[config.mk]
export PLATFORM = sky130hd
export DESIGN_NAME = perm_seq_ctrl
export DESIGN_NICKNAME = d
export VERILOG_FILES = /design/src/rtl/perm_seq_ctrl.sv
export SDC_FILE = /design/constraint.sdc
export NUM_CORES = 1
export LEC_CHECK = 0
export BUFFER_PORTS_ARGS = -buffer_cell sky130_fd_sc_hd__buf_2
export CAP_MARGIN = 20
export CORE_MARGIN = 2
export CORE_UTILIZATION = 40
export CTS_CLUSTER_SIZE = 40
export DETAILED_ROUTE_END_ITERATION = 7
export GPL_ROUTABILITY_DRIVEN = 0
export PLACE_DENSITY = 0.74
export SETUP_SLACK_MARGIN = 0.15
export SYNTH_ARGS = -nofsm -noshare
export SYNTH_HDL_FRONTEND = slang
export SYNTH_SLANG_ARGS = --single-unit
[constraint.sdc]
create_clock -name clk -period 2.5 [get_ports clk]
set_input_delay 0 -clock clk [delete_from_list [all_inputs] [get_ports clk]]
set_output_delay 0 -clock clk [all_outputs]
set_load 0.03 [all_outputs]
[src/rtl/perm_seq_ctrl.sv]
// perm_seq_ctrl: steps the permutation generator and cost accumulator through ITER_TOTAL
// iterations with prune, accumulate timeout and result back-pressure.
module perm_seq_ctrl #(
    parameter int ITER_TOTAL  = 40320,
    parameter int CNT_W       = 16,
    parameter int ACC_TIMEOUT = 0,
    parameter int TO_W        = 8
) (
    input  logic             clk,
    input  logic             rst,
    input  logic             start,
    input  logic             permute_valid,
    input  logic             sum_valid,
    input  logic             prune,
    input  logic             result_ready,
    output logic             permute_out,
    output logic             sum_start,
    output logic             sum_out,
    output logic             out_valid,
    output logic             busy,
    output logic             done,
    output logic [CNT_W-1:0] iter_count,
    output logic             timeout_err
);
    typedef enum logic [2:0] {IDLE, PERMUTE, ACCUMULATE, RESULT, DONE} state_t;
    state_t state, state_nx;
    logic [TO_W-1:0] to_cnt;
    logic last, timed_out, advance, go, to_hit;
    assign last      = iter_count == CNT_W'(ITER_TOTAL - 1);
    assign timed_out = (ACC_TIMEOUT != 0) && (to_cnt == TO_W'(ACC_TIMEOUT - 1));
    assign permute_out = state == PERMUTE;
    assign sum_out     = state == RESULT;
    assign busy        = state == PERMUTE || state == ACCUMULATE || state == RESULT;
    assign done        = state == DONE;
    always_comb begin
        state_nx = state;
        advance  = 1'b0;
        go       = 1'b0;
        to_hit   = 1'b0;
        case (state)
            IDLE, DONE: begin
                go       = start;
                state_nx = start ? PERMUTE : state;
            end
            PERMUTE: state_nx = permute_valid ? ACCUMULATE : PERMUTE;
            // sum_valid/prune are only meaningful once the sum_start pulse has gone out
            ACCUMULATE: begin
                if (!sum_start && sum_valid) state_nx = RESULT;
                else if (!sum_start && prune) advance = 1'b1;
                else if (timed_out) begin
                    advance = 1'b1;
                    to_hit  = 1'b1;
                end
            end
            RESULT: advance = result_ready;
            default: state_nx = IDLE;
        endcase
        if (advance) state_nx = last ? DONE : PERMUTE;
    end
    always_ff @(posedge clk or negedge rst) begin
        if (!rst) state <= IDLE;
        else state <= state_nx;
    end
    always_ff @(posedge clk or negedge rst) begin
        if (!rst) begin
            sum_start   <= 1'b0;
            out_valid   <= 1'b0;
            iter_count  <= '0;
            to_cnt      <= '0;
            timeout_err <= 1'b0;
        end else begin
            sum_start <= state == PERMUTE && permute_valid;
            out_valid <= advance && last;
            to_cnt    <= state == ACCUMULATE ? to_cnt + TO_W'(1) : '0;
            if (go) iter_count <= '0;
            else if (advance && !last) iter_count <= iter_count + CNT_W'(1);
            if (go) timeout_err <= 1'b0;
            else if (to_hit) timeout_err <= 1'b1;
        end
    end
endmodule

# After elaboration in Yosys (flattened, before gate mapping)
# Cells that the tools add are included.
op_classes:
  addsub: 1
  eq_ne: 8
  n_mux: 13
  n_reduce_logical: 13
ops:
  columns: ["cell", "n"]
  rows:
  - ["$mux W16", 2]
  - ["$add A16 B1 Y16 const B", 1]
  - ["$eq A16 B16 Y1 const B", 1]
  - ["$mux W3", 4]
  - ["$pmux W3 S4", 1]
  - ["$eq A3 B2 Y1 const B", 2]
  - ["$ne A3 B3 Y1 const B", 2]
  - ["$logic_and A1 B1 Y1", 5]
  - ["$mux W1", 4]
  - ["$eq A3 B1 Y1 const B", 1]
  - ["$eq A3 B3 Y1 const B", 1]
  - ["$logic_not A3 Y1", 1]
  - ["$reduce_and A3 Y1", 1]
  - ["$logic_not A1 Y1", 2]
  - ["$logic_or A1 B1 Y1", 2]
  - ["$mux W2", 1]
  - ["$ne A2 B1 Y1 const B", 1]
  - ["$pmux W1 S2", 1]
  - ["$reduce_bool A2 Y1", 1]
  - ["$reduce_or A2 Y1", 1]
totals:
  register_bits: 22
  input_bits: 7
  output_inout_bits: 23
  wordCells: 40

# Longest topological paths before layout
logic_depth:
  depth_word: 8
  depth_mapped: 6

# Worst setup path after synthesis
# OpenSTA, ideal clock, no wires.
synth_timing:
  path_kind: "reg-to-reg"
  from: "register iter_count[9]"
  to: "register iter_count[2]"
  arrival_time_ps: 1950
  required_time_ps: 2418
  path_slack_ps: 467
  stages_incl_launch_ff: 5
  n_path_buf: 0
  period_less_slack_ps: 2033
  cell_sequence: "dfrtp_1 > or4b_4 > or4_4 > nand3_2 > mux2i_1"
synth_between:
  elab_chain_len: 4
synth_rtl:
  columns: ["item", "line_no", "rtl"]
  rows:
  - ["start: declaration", "22", "output logic [CNT_W-1:0] iter_count,"]
  - ["start signal: assignment", "76", "else if (advance && !last) iter_count <= iter_count + CNT_W'(1);"]
  - ["$eq A16 B16 Y1", "29", "assign last = iter_count == CNT_W'(ITER_TOTAL - 1);"]
  - ["$logic_not A1 Y1", "76", null]
  - ["$logic_and A1 B1 Y1", "76", null]
  - ["$reduce_bool A2 Y1 (no line)", null, null]
# Every way passes these cells.
# A chain may end at the register's enable or synchronous reset.

# Worst setup path after layout
layout_timing:
  from: "register iter_count[9]"
  to: "register iter_count[5]"
# The elaborated chain is that of the path after synthesis.

==> out/metrics.yaml <==
status: "finished clean"
core_sq_mm: 0.00303
whs_path_depth: 4
critical_path.max_fanout: 9
die_y_um: 60.1
fin_ws_ns: 0.480
antenna_found_initial: 0
drc: 0
synth.avg_cell_area_sq_um: 9.90
wire_per_inst_um: 14.2
gr-total-overflow: 0
grt_pass1_wl_mm: 4.89
setup_tns_ns: 0
final_cell_mix: "buf_2 (28), dfrtp_1 (21), nand2_1 (12)"
die_w_um: 60.1
grt_usage: 0.179
ant_nets: 0
area_growth_pct: 17.9
min_period_ns: 2.02
post_route_cells_drive_above_1_share: 0.272
hold_ws_ns: 0.0957
post_cts_buffers: 0
ys_types: 46
io_pins: 30
wirelength_mm: 2.87
endpoint_kind: "register"
synth_warnings: 0
min_path_type: "in2reg"
synth-seq-cells: 21
r2r-start: "iter_count[9]"
critPathKind: "reg2reg"
clock_latency_ns: 0.31
reg2reg_to: "iter_count[5]"
nFillCells: 287
worst_setup_path_start_kind: "register"
dp_slack_ns: 0.496
num_rows: 20
slew_headroom: 0.401
syn_nets: 135
grt_max_degree: 25
yosysSeqAreaShare: 0.418
vias: 1106
drt_first_pass_iters: 4
vdd_drop_max_v: 0.000374
clockBufferDepth: 2
finalSetupViolations: 0
layout.nets: 167
min_to: "state[1]"
n_antenna_cell: 0
layoutNonFillerInstCount: 202
path_clk_slew_ns: 0.12
cts-root-buf: "clkbuf_4"
start_util: 0.415
rsz0062_at_grt: "false"
dp_hpwl_mm: 2.05
hold_viol_final: 0
cts_sinks: 21
critPathArrivalTime_ns: 2.23
syn_inst: 127
worst_slew_pin_slew_ns: 0.899
final_max_slew_viol_count: 0
holdBufCountCts: 3
worst_ep_required_time_ns: 2.71
cts_made_buffers: 3
drt-initial-drc-count: 55
io_buffers: 28
grt_pass1_vias: 1091
dpl.cell_count: 195
htreeDepth: 1
fin_crit_sh: 0.808
min_from: "sum_valid"
r2r_cells: 4
synthesis.area_sq_mm: 0.00126
cts.repair.resized: 0
skew_ns: 0.0103
final_common_cell: "buf_2"
p_leak_nw: 0.657
cts_tree: "yes"
avgViaCountPerCell: 5.48
powerDensity_mw_per_mm2: 700
cap_violations: 0
rrSetupSlack_ns: 0.48
fmax_ghz: 0.495
die_area_sq_mm: 0.00361
==> power by group <==
group | internal (mW) | switching (mW)
Combinational | 0.137 | 0.282
Clock | 0.0623 | 0.104
Sequential | 0.381 | 0.0714
Total | 0.581 | 0.458
==> flip-flops by register name, summed over array words and instances (netlist names) <==
| signal | cells |
|---|---|
| sum_start | 1 |
| iter_count | 16 |
| out_valid | 1 |
| state | 3 |
==> kinds of logic after synthesis <==
| logic type | after synthesis | synth area share |
|---|---|---|
| compound gates | 28 | 0.157 |
| simple gates | 63 | 0.325 |
| fa+ha+maj | 1 | 0.00995 |
| mux | 7 | 0.0597 |
| other cells | 1 | 0.00298 |
| buf+inv | 6 | 0.0269 |
| flops | 21 | 0.418 |
==> final cells by class <==
type / count / area, sq um / share of cell area
Timing Repair Buffer: 31 / 170 / 0.115
Inverter: 2 / 7.51 / 0.00506
Clock buffer: 4 / 26.3 / 0.0177
Sequential cell: 21 / 526 / 0.354
Multi-Input combinational cell: 100 / 698 / 0.471
Tap cell: 44 / 55.1 / 0.0371
==> worst max-delay path by stage <==
stage / slack [ns] / from / cells past startpoint / endpoint
finish: 0.48 / iter_count[9] / 4 / iter_count[5]
global route: 0.31 / state[0] / 4 / iter_count[12]
CTS: 0.46 / state[0] / 4 / iter_count[12]
detailed placement: 0.50 / state[0] / 4 / iter_count[12]
global placement: 0.54 / iter_count[9] / 4 / iter_count[5]
floorplan: 0.47 / iter_count[9] / 4 / iter_count[2]
==> critical path, stage by stage (launching register included) <==
cell	delay (ns)
dfrtp_1	0.47
or4b_4	0.62
nor4_4	0.41
nor3_2	0.10
mux2_4	0.33
==> Yosys cell counts (all sizes together) <==
master | n | area share
a21boi | 1 | 0.0060
a21o | 1 | 0.0060
a21oi | 9 | 0.036
and2 | 4 | 0.020
and3 | 1 | 0.0050
and4 | 3 | 0.022
buf | 3 | 0.018
clkbuf | 1 | 0.0030
conb | 1 | 0.0030
dfrtp | 21 | 0.42
ha | 1 | 0.0099
inv | 2 | 0.0060
mux2 | 1 | 0.012
mux2i | 6 | 0.048
nand2 | 12 | 0.036
nand2b | 1 | 0.0050
nand3 | 9 | 0.040
nand4 | 4 | 0.020
nand4b | 1 | 0.0070
nor2 | 7 | 0.021
nor2b | 1 | 0.0050
nor3 | 5 | 0.024
nor3b | 1 | 0.0060
nor4 | 2 | 0.022
nor4b | 1 | 0.019
o21a | 2 | 0.012
o21ai | 3 | 0.015
o21bai | 1 | 0.0060
o22ai | 2 | 0.0099
o311ai | 1 | 0.0070
o31ai | 7 | 0.053
o41ai | 1 | 0.0070
or3 | 1 | 0.0060
or3b | 1 | 0.0070
or4 | 8 | 0.051
or4b | 1 | 0.011
==> through the flow <==
step	power, mW	area [sq um]	util
CTS	1.05	1480	0.490
finish	1.04	1480	0.490
global route	1.12	1480	0.490
floorplan	0.769	1260	-
detailed placement	0.876	1430	0.471
global placement	0.863	1430	0.471
==> routing by layer <==
| layer | wire (um) | track usage | up-vias |
|---|---|---|---|
| li1 | - | - | 548 |
| met1 | 1370 | 0.238 | 531 |
| met2 | 1390 | 0.293 | 25 |
| met3 | 94 | 0.0260 | 2 |
| met4 | 20 | 0.0667 | 0 |
| met5 | 0 | 0 | - |
Power figures use the tool's default switching activity.
